### src/rtl/sub_arbiter.sv
// Round-robin arbiter in front of one shared WIDTH-bit subtractor. The result is held
// in a single registered slot with valid/ready on both the request and result sides.
`timescale 1ns/1ps
module sub_arbiter #(
    parameter int unsigned NREQ  = 4,
    parameter int unsigned WIDTH = 16,
    parameter int unsigned IDW   = $clog2(NREQ)
) (
    input  logic                  clk,
    input  logic                  rst,
    input  logic [NREQ-1:0]       req_valid,
    input  logic [NREQ*WIDTH-1:0] req_a,
    input  logic [NREQ*WIDTH-1:0] req_b,
    output logic [NREQ-1:0]       req_ready,
    output logic                  res_valid,
    input  logic                  res_ready,
    output logic [WIDTH-1:0]      res_data,
    output logic                  res_borrow,
    output logic [IDW-1:0]        res_id
);

    typedef enum logic {
        EMPTY = 1'b0,
        FULL  = 1'b1
    } state_t;

    state_t           state_q, state_d;
    logic [IDW-1:0]   ptr_q, ptr_d;
    logic [WIDTH-1:0] data_q, data_d;
    logic             borrow_q, borrow_d;
    logic [IDW-1:0]   id_q, id_d;

    logic             slot_free;
    logic             found;
    logic             accept;
    logic [IDW-1:0]   cand;
    logic [IDW-1:0]   gnt_idx;
    logic [WIDTH-1:0] op_a;
    logic [WIDTH-1:0] op_b;
    logic [WIDTH:0]   diff;

    assign slot_free = (state_q == EMPTY) || res_ready;

    // First valid requester at or after ptr, wrapping; invalid requesters earn no credit.
    always_comb begin
        found   = 1'b0;
        gnt_idx = '0;
        cand    = '0;
        for (int unsigned off = 0; off < NREQ; off++) begin
            cand = IDW'((32'(ptr_q) + off) % NREQ);
            if (!found && req_valid[cand]) begin
                found   = 1'b1;
                gnt_idx = cand;
            end
        end
    end

    assign accept = slot_free && found && !rst;

    always_comb begin
        req_ready = '0;
        if (accept) begin
            req_ready[gnt_idx] = 1'b1;
        end
    end

    assign op_a = req_a[32'(gnt_idx)*WIDTH +: WIDTH];
    assign op_b = req_b[32'(gnt_idx)*WIDTH +: WIDTH];
    // Extra MSB captures the borrow out of the unsigned subtraction.
    assign diff = {1'b0, op_a} - {1'b0, op_b};

    always_comb begin
        state_d  = state_q;
        ptr_d    = ptr_q;
        data_d   = data_q;
        borrow_d = borrow_q;
        id_d     = id_q;
        unique case (state_q)
            EMPTY: if (accept) state_d = FULL;
            FULL:  if (res_ready) state_d = accept ? FULL : EMPTY;
        endcase
        if (accept) begin
            data_d   = diff[WIDTH-1:0];
            borrow_d = diff[WIDTH];
            id_d     = gnt_idx;
            ptr_d    = (32'(gnt_idx) == NREQ - 1) ? '0 : gnt_idx + 1'b1;
        end
    end

    always_ff @(posedge clk or posedge rst) begin
        if (rst) begin
            state_q  <= EMPTY;
            ptr_q    <= '0;
            data_q   <= '0;
            borrow_q <= 1'b0;
            id_q     <= '0;
        end else begin
            state_q  <= state_d;
            ptr_q    <= ptr_d;
            data_q   <= data_d;
            borrow_q <= borrow_d;
            id_q     <= id_d;
        end
    end

    assign res_valid  = (state_q == FULL);
    assign res_data   = data_q;
    assign res_borrow = borrow_q;
    assign res_id     = id_q;

endmodule

### config.mk
export PLATFORM = sky130hd
export DESIGN_NAME = sub_arbiter
export DESIGN_NICKNAME = d
export VERILOG_FILES = /design/src/rtl/sub_arbiter.sv
export SDC_FILE = /design/constraint.sdc
export NUM_CORES = 1
export LEC_CHECK = 0
export CORE_MARGIN = 5
export CORE_UTILIZATION = 43
export DETAILED_ROUTE_END_ITERATION = 6
export PLACE_DENSITY = 0.85
export SKIP_LAST_GASP = 1
export SLEW_MARGIN = 20
export SYNTH_ARGS = -nofsm -noshare
export SYNTH_HDL_FRONTEND = slang
export SYNTH_SLANG_ARGS = --single-unit
### constraint.sdc
create_clock -name clk -period 7.55 [get_ports clk]
set_clock_uncertainty 0.1 [all_clocks]
set_input_delay 2.265 -clock clk [delete_from_list [all_inputs] [get_ports clk]]
set_output_delay 2.265 -clock clk [all_outputs]
set_load 0.005 [all_outputs]
==> run metrics, run 1 <==
Rel. slew slack 45.4%; register area share after synthesis 19.3%; pre-CTS setup slack 0.512 ns; CP max stage cell clkdlybuf4s50_1; first-pass GRT wire length 14.5 mm; die height 91.4 um; initial cell density of the core 44.7%; EDFF count, synth 0; HP Class reg2reg; Yosys Warn Count 0; Reg clk slew, reported paths 0.08 ns; clock network latency to the later pin of the worst-skew pair 0.26 ns; Critical Path Most Common Cell clkdlybuf4s50_1; chip width 91.4 um; CTS Buf Count 3; CP Capture Type output port; Adder-Cell Fraction of Synth Area 9.48%; P_leak 1.97 nW; Tcrit/Tclk final 92.2%; Vias 2959; First-pass DRT Iterations 4; Mapped Area 2850 um2; commonest non-fill, non-tap cells in the layout 158 x clkdlybuf4s50_1, 82 x mux2i_1, 34 x nand2_1, 22 x dfrtp_1; status finished, final reports clean; Routed WL per cell 17.3 um; XOR/XNOR Fraction of Synth Area 2.46%; Critical Path RT 5.18 ns; Reg2Reg Launch Point ptr_q[0]$_DFFE_PP0P_; share of layout cells above drive strength 1 5.88%; Mapped Nets 467; Crit. Startpoint req_valid[1]; Pwr Density 352 nW/um2; post-route total power 1.58 mW; number of antenna violations at the first check in global routing 0; Worst Max-Slew Pin Slew 0.818 ns; post-synthesis compound-gate area fraction 15.9%; Port Buffer Count 158; final hold violation count 0; worst hold path startpoint res_data[7]$_DFFE_PP0P_; Fin Setup TNS 0 ns; Startpoint Class input pin; Residual DRC 0; routability congestion estimate 0.903; fillers 529; mux share of post-synthesis cell area 35.1%; Cell Rows 29; CTS tree built; # diodes 0; Netlist cell types 48; mean post-synth cell area 9.17 um2; MaxCap Viol Count 0; ANT nets after route 0; Syn-to-layout area delta 57.1%; initial DRC count 112; cts repair resizes 0; drt total wl 9.28 mm; critical path arrival 4.60 ns; top_reg_cell synth dfrtp_1; nets@finish 616; CP max FO 4; postcts setup bufs 0; Post-Synth Simple-Gate Area 10.5%; Yosys reg bits 22; largest net degree at the start of global routing 43; Cells after DPL 532; largest family of logic cells by synthesized area multiplexers; commonest non-fill, non-tap cell in the layout clkdlybuf4s50_1; CP max stage delay 0.55 ns; RSZ-0062 raised after global routing false; HPWL after detailed placement 7.81 mm; Pins Over Slew Limit 0; number of H-tree levels 1; Synth Instances 311; cts hold-fix bufs 0; maximum VDD drop 0.000221 V; I/O pin cnt 159; GR Overflow Total 0; core footprint 6390 um2; vias in the first global route 3044; Setup Crit Path Kind in2out; Final min period 6.96 ns; CP cell instances clkdlybuf4s50_1 -> inv_1 -> a221o_1 -> a32oi_1 -> nor2b_4 -> ha_1 -> and3_1 -> clkdlybuf4s50_1; Worst Setup Slack, final 0.588 ns; GRT Resource Usage Total 20.7%; # setup viols final 0; Root Buffer clkbuf_8; max frequency 144 MHz; ys async rst share 100%; clock buffer depth 2; vias per cell 5.52; die area 8360 um2; clock sink count 22; final non-filler cell total 536
-- area by class of cell --
| class | instances | area, um2 | area share [%] |
|---|---|---|---|
| clock buffer | 3 | 41.3 | 0.922 |
| clock inverter | 1 | 30.0 | 0.670 |
| inverter | 13 | 48.8 | 1.09 |
| multi-input combinational | 258 | 2100 | 46.9 |
| sequential | 22 | 551 | 12.3 |
| tap | 77 | 96.3 | 2.15 |
| timing repair buffer | 162 | 1610 | 36.0 |
-- flip-flops by register name, indices dropped and copies added, names as in the netlist --
register and count:
res_id 2, res_data 16, res_valid 1, ptr_q 2
res_borrow 1
-- final timing paths --
kind | end | slack [ns] | cells past startpoint
setup / recovery | req_ready[3] | 0.59 | 8
hold / removal | res_data[7]$_DFFE_PP0P_ | 0.38 | 2
setup reg to reg | res_data[12]$_DFFE_PP0P_ | 2.83 | 15
hold reg to reg | res_data[7]$_DFFE_PP0P_ | 0.38 | 2
max in group asynchronous | res_borrow$_DFFE_PP0P_ | 4.42 | 2
min in group asynchronous | res_id[0]$_DFFE_PP0P_ | 2.42 | 2
-- synth_stat cells (4+ instances only) --
master	count	area, um2
o31ai_1	4	30.0
xnor2_1	4	35.0
mux2_2	16	180
a31oi_1	4	25.0
a221o_1	4	40.0
a21o_1	7	52.6
mux2i_1	82	821
dfrtp_1	22	551
clkbuf_1	6	22.5
xor2_1	4	35.0
o21ai_0	20	100
ha_1	20	250
a21oi_1	14	70.1
nor3b_1	4	30.0
nand2_1	34	128
and3_1	5	31.3
inv_1	11	41.3
-- per-stage QoR --
| step | hold WS [ns] | area (um2) | utilization [%] |
|---|---|---|---|
| floorplan | 0.367 | 2850 | - |
| global placement | 0.364 | 4410 | 69.0 |
| detailed placement | 0.372 | 4410 | 69.0 |
| CTS | 0.391 | 4480 | 70.2 |
| global route | 0.426 | 4480 | 70.2 |
| finish | 0.384 | 4480 | 70.2 |
-- power by group --
part | leakage (nW) | total (mW) | internal (mW) | switching (mW)
sequential | 0.269 | 0.211 | 0.175 | 0.0368
combinational | 1.67 | 1.26 | 0.628 | 0.628
clock | 0.0357 | 0.109 | 0.0708 | 0.0378
-- layer usage --
| layer | up-vias | global-route usage (%) | part of all wire, % |
|---|---|---|---|
| li1 | 1454 | - | - |
| met2 | 125 | 39.0 | 53 |
| met3 | 18 | 5.04 | 7.1 |
| met4 | 0 | 5.01 | 2.5 |
| met5 | - | 0 | 0 |
| met1 | 1362 | 22.9 | 38 |
-- worst max-delay path, delay by kind of cell --
kind,cells,cell delay (ns)
AO/OA/AOI/OAI,2,0.57
buffers and inverters,3,1.15
AND/OR/NAND/NOR,2,0.40
adder cells (fa/ha/maj),1,0.21
-- logic make-up (layout without fill, tap and decap cells) --
kind of cell / Yosys count / after routing
AND/OR/NAND/NOR: 62 / 62
flip-flops: 22 / 22
buffers and inverters: 31 / 179
XOR/XNOR: 8 / 8
multiplexers: 98 / 98
AO/OA/AOI/OAI: 69 / 69
adder cells (fa/ha/maj): 21 / 21
Note: power is estimated with default switching activity, not from simulation.
==> inputs of run 2 (changes only) <==
--- a/config.mk
+++ b/config.mk
@@ -6,9 +6,9 @@
 export NUM_CORES = 1
 export LEC_CHECK = 0
 export CORE_MARGIN = 5
-export CORE_UTILIZATION = 43
+export CORE_UTILIZATION = 36
 export DETAILED_ROUTE_END_ITERATION = 6
-export PLACE_DENSITY = 0.85
+export PLACE_DENSITY = 0.76
 export SKIP_LAST_GASP = 1
 export SLEW_MARGIN = 20
 export SYNTH_ARGS = -nofsm -noshare
==> constraint.sdc (replaced) <==
create_clock -name clk -period 6.1 [get_ports clk]
set_clock_uncertainty 0.1 [all_clocks]
set_input_delay 1.83 -clock clk [delete_from_list [all_inputs] [get_ports clk]]
set_output_delay 1.83 -clock clk [all_outputs]
set_load 0.005 [all_outputs]
==> run 2 against run 1 <==
Net effect: sequential power up 24%; critical path type unchanged; critical path depth unchanged; sequential cell count unchanged; clock-buffer cell count up 1; largest cell class unchanged; worst hold slack worse by 0.0076 ns; total power up 25%; final cell count up 6.2%; utilization down 11 points; highest routed layer unchanged.
==> run metrics, run 2 (synthesis gave the netlist of run 1 again) <==
MaxCap Viol Count 0 (unchanged); # setup viols final 0 (unchanged); core footprint 7730 um2 (was 6390 um2); Pwr Density 431 nW/um2 (was 352 nW/um2); P_leak 2.01 nW (was 1.97 nW); Vias 2949 (was 2959); internal power 1.10 mW (was 0.874 mW); cts hold-fix bufs 0 (unchanged); nets@finish 624 (was 616); Clock power frac 5.2% (was 6.9%); largest net degree at the start of global routing 25 (was 43); multi-input logic area 2110 um2 (was 2100 um2); first-pass GRT wire length 14.9 mm (was 14.5 mm); initial cell density of the core 36.9% (was 44.7%); Crit. Startpoint req_valid[3] (was req_valid[1]); Tcrit/Tclk final 98.5%; number of antenna violations at the first check in global routing 0 (unchanged); First-pass DRT Iterations 4 (unchanged); GR Overflow Total 0 (unchanged); post-route design area 4580 um2 (was 4480 um2); Cell Rows 32 (was 29); Top Metal Used met4 (unchanged); Pins Over Slew Limit 0 (unchanged); FF+latch area 551 um2 (unchanged); CTS Buf Count 3 (unchanged); cts repair resizes 0 (unchanged); final hold violation count 0 (unchanged); I/O pin cnt 159 (unchanged); Routed WL per cell 16.4 um (was 17.3 um); commonest non-fill, non-tap cells in the layout 157 x clkdlybuf4s50_1, 82 x mux2i_1, 34 x nand2_1, 22 x dfrtp_1, 20 x o21ai_0 (was 158 x clkdlybuf4s50_1, 82 x mux2i_1, 34 x nand2_1, 22 x dfrtp_1); status finished, final reports clean (unchanged); vias in the first global route 3116 (was 3044); GRT Resource Usage Total 18.2% (was 20.7%); chip width 99 um (was 91.4 um); clock buffer depth 2 (unchanged); routability congestion estimate 0.902 (was 0.903); number of H-tree levels 1 (unchanged); ANT nets after route 0 (unchanged); Critical Path RT 4.17 ns (was 5.18 ns); sw power 0.880 mW (was 0.702 mW); Met2 Routed Length 5.18 mm (was 4.90 mm); number of flip-flops under the largest register name 16 (unchanged); die area 9800 um2 (was 8360 um2); worst hold path startpoint res_data[1]$_DFFE_PP0P_ (was res_data[7]$_DFFE_PP0P_); Syn-to-layout area delta 60.6% (was 57.1%); HP Class reg2reg (unchanged); Final Util 59.3% (was 70.2%); wire length on met1 3.43 mm (was 3.48 mm); clock sink count 22 (unchanged); Setup Crit Path Kind in2out (unchanged); max frequency 166 MHz; combinational share of power 81.6% (was 79.7%); fillers 678 (was 529); Residual DRC 0 (unchanged); initial DRC count 109 (was 112); clock network latency to the later pin of the worst-skew pair 0.26 ns (about the same); Reg2Reg Launch Point ptr_q[0]$_DFFE_PP0P_ (unchanged); postcts setup bufs 0 (unchanged); drt total wl 9.31 mm (was 9.28 mm); CP max FO 5 (was 4); HPWL after detailed placement 7.93 mm (was 7.81 mm); sw frac 44.5% (was 44.6%); Startpoint Class input pin (unchanged); Worst Max-Slew Pin Slew 0.807 ns (was 0.818 ns); Reg clk slew, reported paths 0.07 ns (was 0.08 ns); # diodes 0 (unchanged); Final min period 6.01 ns; maximum VDD drop 0.000207 V (was 0.000221 V); Area after DPL 4510 um2 (was 4410 um2); share of layout cells above drive strength 1 7.92% (was 5.88%); Rel. slew slack 46.1% (was 45.4%); pre-CTS setup slack 0.0126 ns (was 0.512 ns); CP Capture Type output port (unchanged); WL met3 620 um (was 660 um); Worst Setup Slack, final 0.0894 ns (was 0.588 ns); commonest non-fill, non-tap cell in the layout clkdlybuf4s50_1 (unchanged); RSZ-0062 raised after global routing true (was false); Port Buffer Count 158 (unchanged); Root Buffer clkbuf_8 (unchanged); CTS tree built (unchanged); vias per cell 5.18 (was 5.52); die height 99 um (was 91.4 um); critical path arrival 4.08 ns (was 4.60 ns); sequential share of power 13.2% (was 13.4%)
-- run 2: routing by layer --
metal / track usage [%] / up-vias
li1: - / 1465
met4: 1.58 / 0
met2: 36.3 / 110
met3: 4.32 / 8
met5: 0 / -
met1: 19.9 / 1366
-- run 2: worst max-delay path, cell delays in order --
cell and delay (ns):
clkdlybuf4s50_1 0.48, inv_1 0.08, a221o_1 0.37, a32oi_2 0.19, nor2b_4 0.26, ha_2 0.21, and3_1 0.15, clkdlybuf4s50_1 0.51
-- run 2: final timing paths --
path	to	slack, ns	cells after the start
min in group asynchronous	res_valid$_DFF_PP0_	1.98	2
setup / recovery	req_ready[3]	0.09	8
hold / removal	res_data[1]$_DFFE_PP0P_	0.38	2
hold reg to reg	res_data[1]$_DFFE_PP0P_	0.38	2
setup reg to reg	res_data[13]$_DFFE_PP0P_	1.90	15
max in group asynchronous	ptr_q[0]$_DFFE_PP0P_	3.42	2
-- run 2: layout make-up --
type	count	share of cell area, %
tap	102	2.79
clock buffer	4	1.20
inverter	13	1.07
timing repair buffer	170	36.8
multi-input combinational	258	46.1
sequential	22	12.0
-- run 2: through the flow --
step	hold WS (ns)	setup TNS [ns]	power (mW)	cells
finish	0.376	0	1.98	569
global route	0.415	-0.0325	2.16	569
CTS	0.383	0	1.99	569
detailed placement	0.364	0	1.87	565
global placement	0.361	0	1.84	565
floorplan	0.367	0	1.41	311
-- run 2: power groups by stage --
stage	combinational [mW]	clock, mW	sequential [mW]
after floorplan	1.16	0	0.259
after global placement	1.58	0	0.260
final	1.61	0.103	0.261
after detailed placement	1.60	0	0.263
after CTS	1.62	0.105	0.261
after global routing	1.78	0.114	0.272
